`src/rtl/flip_sequencer.sv`:
```
// flip_sequencer: buffers rectangle-flip commands and issues them one at a time to a flip_controller.
// Define FLIP_SEQ_TIMEOUT_EN to build the WAIT-state watchdog and the sticky err flag.
module flip_sequencer #(
  parameter int unsigned DEPTH   = 4,
  parameter int unsigned ADDR_W  = 8,
  parameter int unsigned IDX_W   = 2,
  parameter int unsigned TIMEOUT = 64
) (
  input  logic              clk,
  input  logic              rst_n,
  input  logic              cmd_valid,
  output logic              cmd_ready,
  input  logic [ADDR_W-1:0] cmd_addr,
  input  logic [IDX_W-1:0]  cmd_r1,
  input  logic [IDX_W-1:0]  cmd_r2,
  input  logic [IDX_W-1:0]  cmd_c1,
  input  logic [IDX_W-1:0]  cmd_c2,
  output logic              fc_start,
  output logic [ADDR_W-1:0] fc_base_addr,
  output logic [IDX_W-1:0]  fc_r1,
  output logic [IDX_W-1:0]  fc_r2,
  output logic [IDX_W-1:0]  fc_c1,
  output logic [IDX_W-1:0]  fc_c2,
  input  logic              fc_done,
  output logic              busy,
  output logic [7:0]        flip_count,
  output logic              all_done,
  output logic              err
);

  localparam int unsigned PtrW = (DEPTH > 1) ? $clog2(DEPTH) : 1;
  localparam int unsigned CmdW = ADDR_W + 4 * IDX_W;

  typedef enum logic [1:0] {StIdle, StIssue, StWait} state_e;

  state_e          state_q, state_d;
  logic [CmdW-1:0] mem_q [DEPTH];
  logic [PtrW-1:0] wr_ptr_q, rd_ptr_q;
  logic [PtrW:0]   count_q;
  logic [CmdW-1:0] fc_cmd_q, fc_cmd_d;
  logic            fc_start_q, fc_start_d;
  logic [7:0]      flip_count_q, flip_count_d;
  logic            all_done_q, all_done_d;
  logic            full, empty, push, pop, expire;

  // Readiness depends on the registered count only; a same-cycle pop never frees a full slot.
  assign full      = (count_q == (PtrW + 1)'(DEPTH));
  assign empty     = (count_q == '0);
  assign cmd_ready = !full;
  assign push      = cmd_valid && !full;
  assign pop       = (state_q == StIdle) && !empty;
  assign busy      = (state_q != StIdle) || !empty;

  always_ff @(posedge clk) begin
    if (push) begin
      mem_q[wr_ptr_q] <= {cmd_addr, cmd_r1, cmd_r2, cmd_c1, cmd_c2};
    end
  end

  always_ff @(posedge clk) begin
    if (!rst_n) begin
      wr_ptr_q <= '0;
      rd_ptr_q <= '0;
      count_q  <= '0;
    end else begin
      if (push) wr_ptr_q <= wr_ptr_q + 1'b1;
      if (pop)  rd_ptr_q <= rd_ptr_q + 1'b1;
      case ({push, pop})
        2'b10:   count_q <= count_q + 1'b1;
        2'b01:   count_q <= count_q - 1'b1;
        default: count_q <= count_q;
      endcase
    end
  end

`ifdef FLIP_SEQ_TIMEOUT_EN
  logic [7:0] wdog_q;
  logic       err_q;

  assign expire = (wdog_q + 8'd1 == 8'(TIMEOUT - 1));

  always_ff @(posedge clk) begin
    if (!rst_n) begin
      wdog_q <= '0;
      err_q  <= 1'b0;
    end else begin
      if (state_q == StIssue) begin
        wdog_q <= '0;
      end else if (state_q == StWait) begin
        wdog_q <= wdog_q + 8'd1;
      end
      // A completion on the expiry cycle takes priority over the error.
      if (state_q == StWait && expire && !fc_done) err_q <= 1'b1;
    end
  end

  assign err = err_q;
`else
  logic unused_timeout;
  assign unused_timeout = ^TIMEOUT;
  assign expire         = 1'b0;
  assign err            = 1'b0;
`endif

  always_comb begin
    state_d      = state_q;
    fc_cmd_d     = fc_cmd_q;
    fc_start_d   = 1'b0;
    flip_count_d = flip_count_q;
    all_done_d   = 1'b0;
    unique case (state_q)
      StIdle: begin
        if (!empty) begin
          fc_cmd_d   = mem_q[rd_ptr_q];
          fc_start_d = 1'b1;
          state_d    = StIssue;
        end
      end
      StIssue: state_d = StWait;
      StWait: begin
        if (fc_done) begin
          flip_count_d = flip_count_q + 8'd1;
          all_done_d   = empty && !push;
          state_d      = StIdle;
        end else if (expire) begin
          state_d = StIdle;
        end
      end
      default: state_d = StIdle;
    endcase
  end

  always_ff @(posedge clk) begin
    if (!rst_n) begin
      state_q      <= StIdle;
      fc_cmd_q     <= '0;
      fc_start_q   <= 1'b0;
      flip_count_q <= '0;
      all_done_q   <= 1'b0;
    end else begin
      state_q      <= state_d;
      fc_cmd_q     <= fc_cmd_d;
      fc_start_q   <= fc_start_d;
      flip_count_q <= flip_count_d;
      all_done_q   <= all_done_d;
    end
  end

  assign {fc_base_addr, fc_r1, fc_r2, fc_c1, fc_c2} = fc_cmd_q;
  assign fc_start   = fc_start_q;
  assign flip_count = flip_count_q;
  assign all_done   = all_done_q;

endmodule

```
`config.mk`:
```
export PLATFORM = sky130hd
export DESIGN_NAME = flip_sequencer
export DESIGN_NICKNAME = d
export VERILOG_FILES = /design/src/rtl/flip_sequencer.sv
export SDC_FILE = /design/constraint.sdc
export NUM_CORES = 1
export LEC_CHECK = 0
export BUFFER_PORTS_ARGS = -buffer_cell sky130_fd_sc_hd__buf_2
export CORE_MARGIN = 5
export CORE_UTILIZATION = 35
export DETAILED_ROUTE_END_ITERATION = 8
export PLACE_DENSITY_LB_ADDON = 0.08
export REMOVE_ABC_BUFFERS = 1
export SETUP_SLACK_MARGIN = 0.15
export SYNTH_ARGS = -nofsm -noshare
export SYNTH_HDL_FRONTEND = slang
export SYNTH_SLANG_ARGS = --single-unit
```
`constraint.sdc`:
```
create_clock -name clk -period 2.55 [get_ports clk]
set_clock_uncertainty 0.1 [all_clocks]
set_input_delay 0.255 -clock clk [delete_from_list [all_inputs] [get_ports clk]]
set_output_delay 0.255 -clock clk [all_outputs]
set_load 0.005 [all_outputs]
```
==> results.json <==
{
  "worst_slew_pin_slew_ps": 895,
  "synth_xor_area_share_pct": 0.926,
  "cts_buffers": 9,
  "critical_path_arrival_ps": 2430,
  "synth_simple_gate_area_share_pct": 6.98,
  "rsz0062_at_grt": "no",
  "timing.hold.ws_ps": 20.6,
  "fp.dieArea_sq_um": 13000,
  "drc": 0,
  "final_max_slew_viol_count": 0,
  "drive_gt1_share_pct": 33.7,
  "place_congestion": 0.701,
  "finalSetupViolCount": 0,
  "grt_usage_pct": 11.6,
  "synth_top_family_by_area": "multiplexers",
  "fin_nets": 307,
  "synth-edff-count": 64,
  "synth.cell_area_sq_um": 3780,
  "p_per_area_nw_per_um2": 952,
  "wl_per_cell_microns": 16.7,
  "final_cell_mix": "edfxtp_1 (64), buf_2 (47), dfxtp_1 (35)",
  "ioPinCount": 49,
  "clock_latency_ps": 350,
  "synth_cell_types": 41,
  "met1_usage_pct": 16.4,
  "syn_inst": 225,
  "leakagePower_nw": 1.60,
  "drt_first_pass_iters": 4,
  "synth_async_sr_flop_share_pct": 0,
  "vias_per_cell": 4.74,
  "critPathMaxFanout": 5,
  "root_buffer": "clkbuf_8",
  "cp-end-kind": "flop",
  "antenna_found_initial": 0,
  "dp_hpwl_microns": 4450,
  "grt_pass1_vias": 2156,
  "slowest_delay_ps": 380,
  "area_growth_pct": 15.3,
  "avgSynthCellArea_sq_um": 16.8,
  "synth_compound_area_share_pct": 7.21,
  "start_util_pct": 35.4,
  "wirelength_microns": 7090,
  "final_common_cell": "edfxtp_1",
  "dp.cells": 405,
  "cp_slowest_cell": "dfxtp_1",
  "vdd_ir_drop_max_uv": 316,
  "hold_viol_final": 0,
  "fin_crit_sh_pct": 87.8,
  "critPathKind": "reg2reg",
  "use_met2_pct": 17.8,
  "fmax_mhz": 447,
  "multiInputGateArea_sq_um": 1060,
  "startpoint_type": "flop",
  "synthMuxAreaShare_pct": 10.3,
  "diodes": 0,
  "synth_ff_type": "edfxtp_1",
  "tritoncts": "built",
  "drt_iter0_drc": 81,
  "rows": 38,
  "grt_max_degree": 18,
  "nFillCells": 976,
  "synth_warnings": 0,
  "tns_ps": 0,
  "dieHeight_microns": 114,
  "cts_buffer_depth": 2,
  "die_w_microns": 114,
  "buffer_ports.inserted": 47,
  "grt_use_met3_pct": 2.07,
  "ys_ff_latch": 99,
  "cts.sinks": 99,
  "overflow": 0,
  "seq_area_sq_um": 2620,
  "layout_min_cycle_time_ps": 2240,
  "vias": 2013,
  "hp-class": "in2reg",
  "synth_adder_area_share_pct": 2.51,
  "ant_nets": 0,
  "fin_cells": 425,
  "htreeDepth": 3,
  "grt_pass1_wl_microns": 11500,
  "crit_required_ps": 2740,
  "slew_headroom_pct": 40.3,
  "status": "complete, no violations",
  "clk_pin_slew_ps": 90,
  "top_usage_layer": "met2",
  "yosysSeqAreaShare_pct": 69.3,
  "drv_cap": 0,
  "path_cells": "or3b_1 -> nand2_1 -> ha_1 -> inv_1 -> fa_1 -> xor2_1 -> or3_1 -> a21oi_1",
  "core-area_sq_um": 10700
}
-- path summary, 6_finish.rpt --
| path | startpoint | endpoint | slack (ps) | cells past startpoint |
|---|---|---|---|---|
| worst max-delay path | count_q[2]$_SDFFE_PN0P_ | count_q[2]$_SDFFE_PN0P_ | 310 | 8 |
| worst min-delay path | cmd_r1[0] | mem_q[3][6]$_DFFE_PP_ | 20 | 1 |
| worst max register to register | count_q[2]$_SDFFE_PN0P_ | count_q[2]$_SDFFE_PN0P_ | 310 | 8 |
| worst min register to register | fc_cmd_q[8]$_SDFFE_PN0P_ | fc_cmd_q[8]$_SDFFE_PN0P_ | 380 | 1 |
-- kinds of logic (layout without fill, tap and decap cells) --
group	count (synthesis)	in the layout
AND/OR/NAND/NOR	41	41
flip-flops	99	99
AO/OA/AOI/OAI	36	36
multiplexers	19	19
adder cells (fa/ha/maj)	7	7
XOR/XNOR	4	4
buffers and inverters	18	78
other	1	1
-- state kept, by name, indices dropped and copies added, names as in the netlist --
register,count
all_done,1
count_q,3
fc_cmd_q,16
fc_start,1
flip_count,8
mem_q,64
rd_ptr_q,2
state_q,2
wr_ptr_q,2
-- power by group --
group,switching (mW),internal (mW)
Sequential,0.149,1.96
Clock,0.533,0.349
Combinational,0.579,0.580
-- Yosys cell counts, types with 2 or more instances --
library cell / count / area (sq um)
and3_1: 4 / 25.0
nor3_1: 2 / 10.0
nor2_1: 8 / 30.0
xor2_1: 4 / 35.0
mux4_2: 16 / 360
o31ai_1: 3 / 22.5
clkbuf_1: 2 / 7.51
dfxtp_1: 35 / 701
nand2_1: 5 / 18.8
inv_1: 5 / 18.8
or4_1: 2 / 15.0
nand4_1: 2 / 12.5
a21oi_1: 10 / 50.1
mux2i_1: 3 / 30.0
buf_1: 2 / 7.51
a22o_2: 7 / 70.1
or3_1: 4 / 25.0
buf_4: 2 / 15.0
buf_2: 4 / 20.0
edfxtp_1: 64 / 1920
nand3_1: 4 / 20.0
o21ai_0: 4 / 20.0
ha_1: 6 / 75.1
a21o_1: 2 / 15.0
a22o_1: 9 / 78.8
-- area by class of cell --
cell class	count	share of cell area (%)
Multi-Input combinational cell	108	24.3
Tap cell	140	4.01
Clock inverter	7	1.03
Clock buffer	9	2.84
Timing Repair Buffer	56	7.17
Sequential cell	99	60.1
Inverter	6	0.516
-- worst max-delay path, delay by kind of cell, from the launching register on --
family,cells,cell delay [ps]
simple gates,3,770
compound gates,1,150
flops,1,380
buf+inv,1,60
fa+ha+maj,2,550
xor+xnor,1,160
-- through the flow --
step	setup slack [ps]	power, mW	util, %	instance area (sq um)
2_1_floorplan	301	2.90	-	3710
3_3_place_gp	385	3.33	38.8	4150
3_5_place_dp	335	3.34	38.8	4150
4_1_cts	311	4.23	40.8	4360
5_1_grt	179	4.42	40.8	4360
6_report	311	4.16	40.8	4360
-- metal layers --
metal	vias to the layer above	wire length, microns
met5	-	0
met4	0	95
met3	9	257
met2	35	3200
met1	989	3530
li1	980	-
-- timing repair --
action	in CTS	in global routing
setup endpoints to repair	0	0
hold endpoints to repair	16	0
setup buffers	0	0
resized for setup	0	0
hold buffers	4	0
No activity file was read; power rests on OpenSTA's default activity.
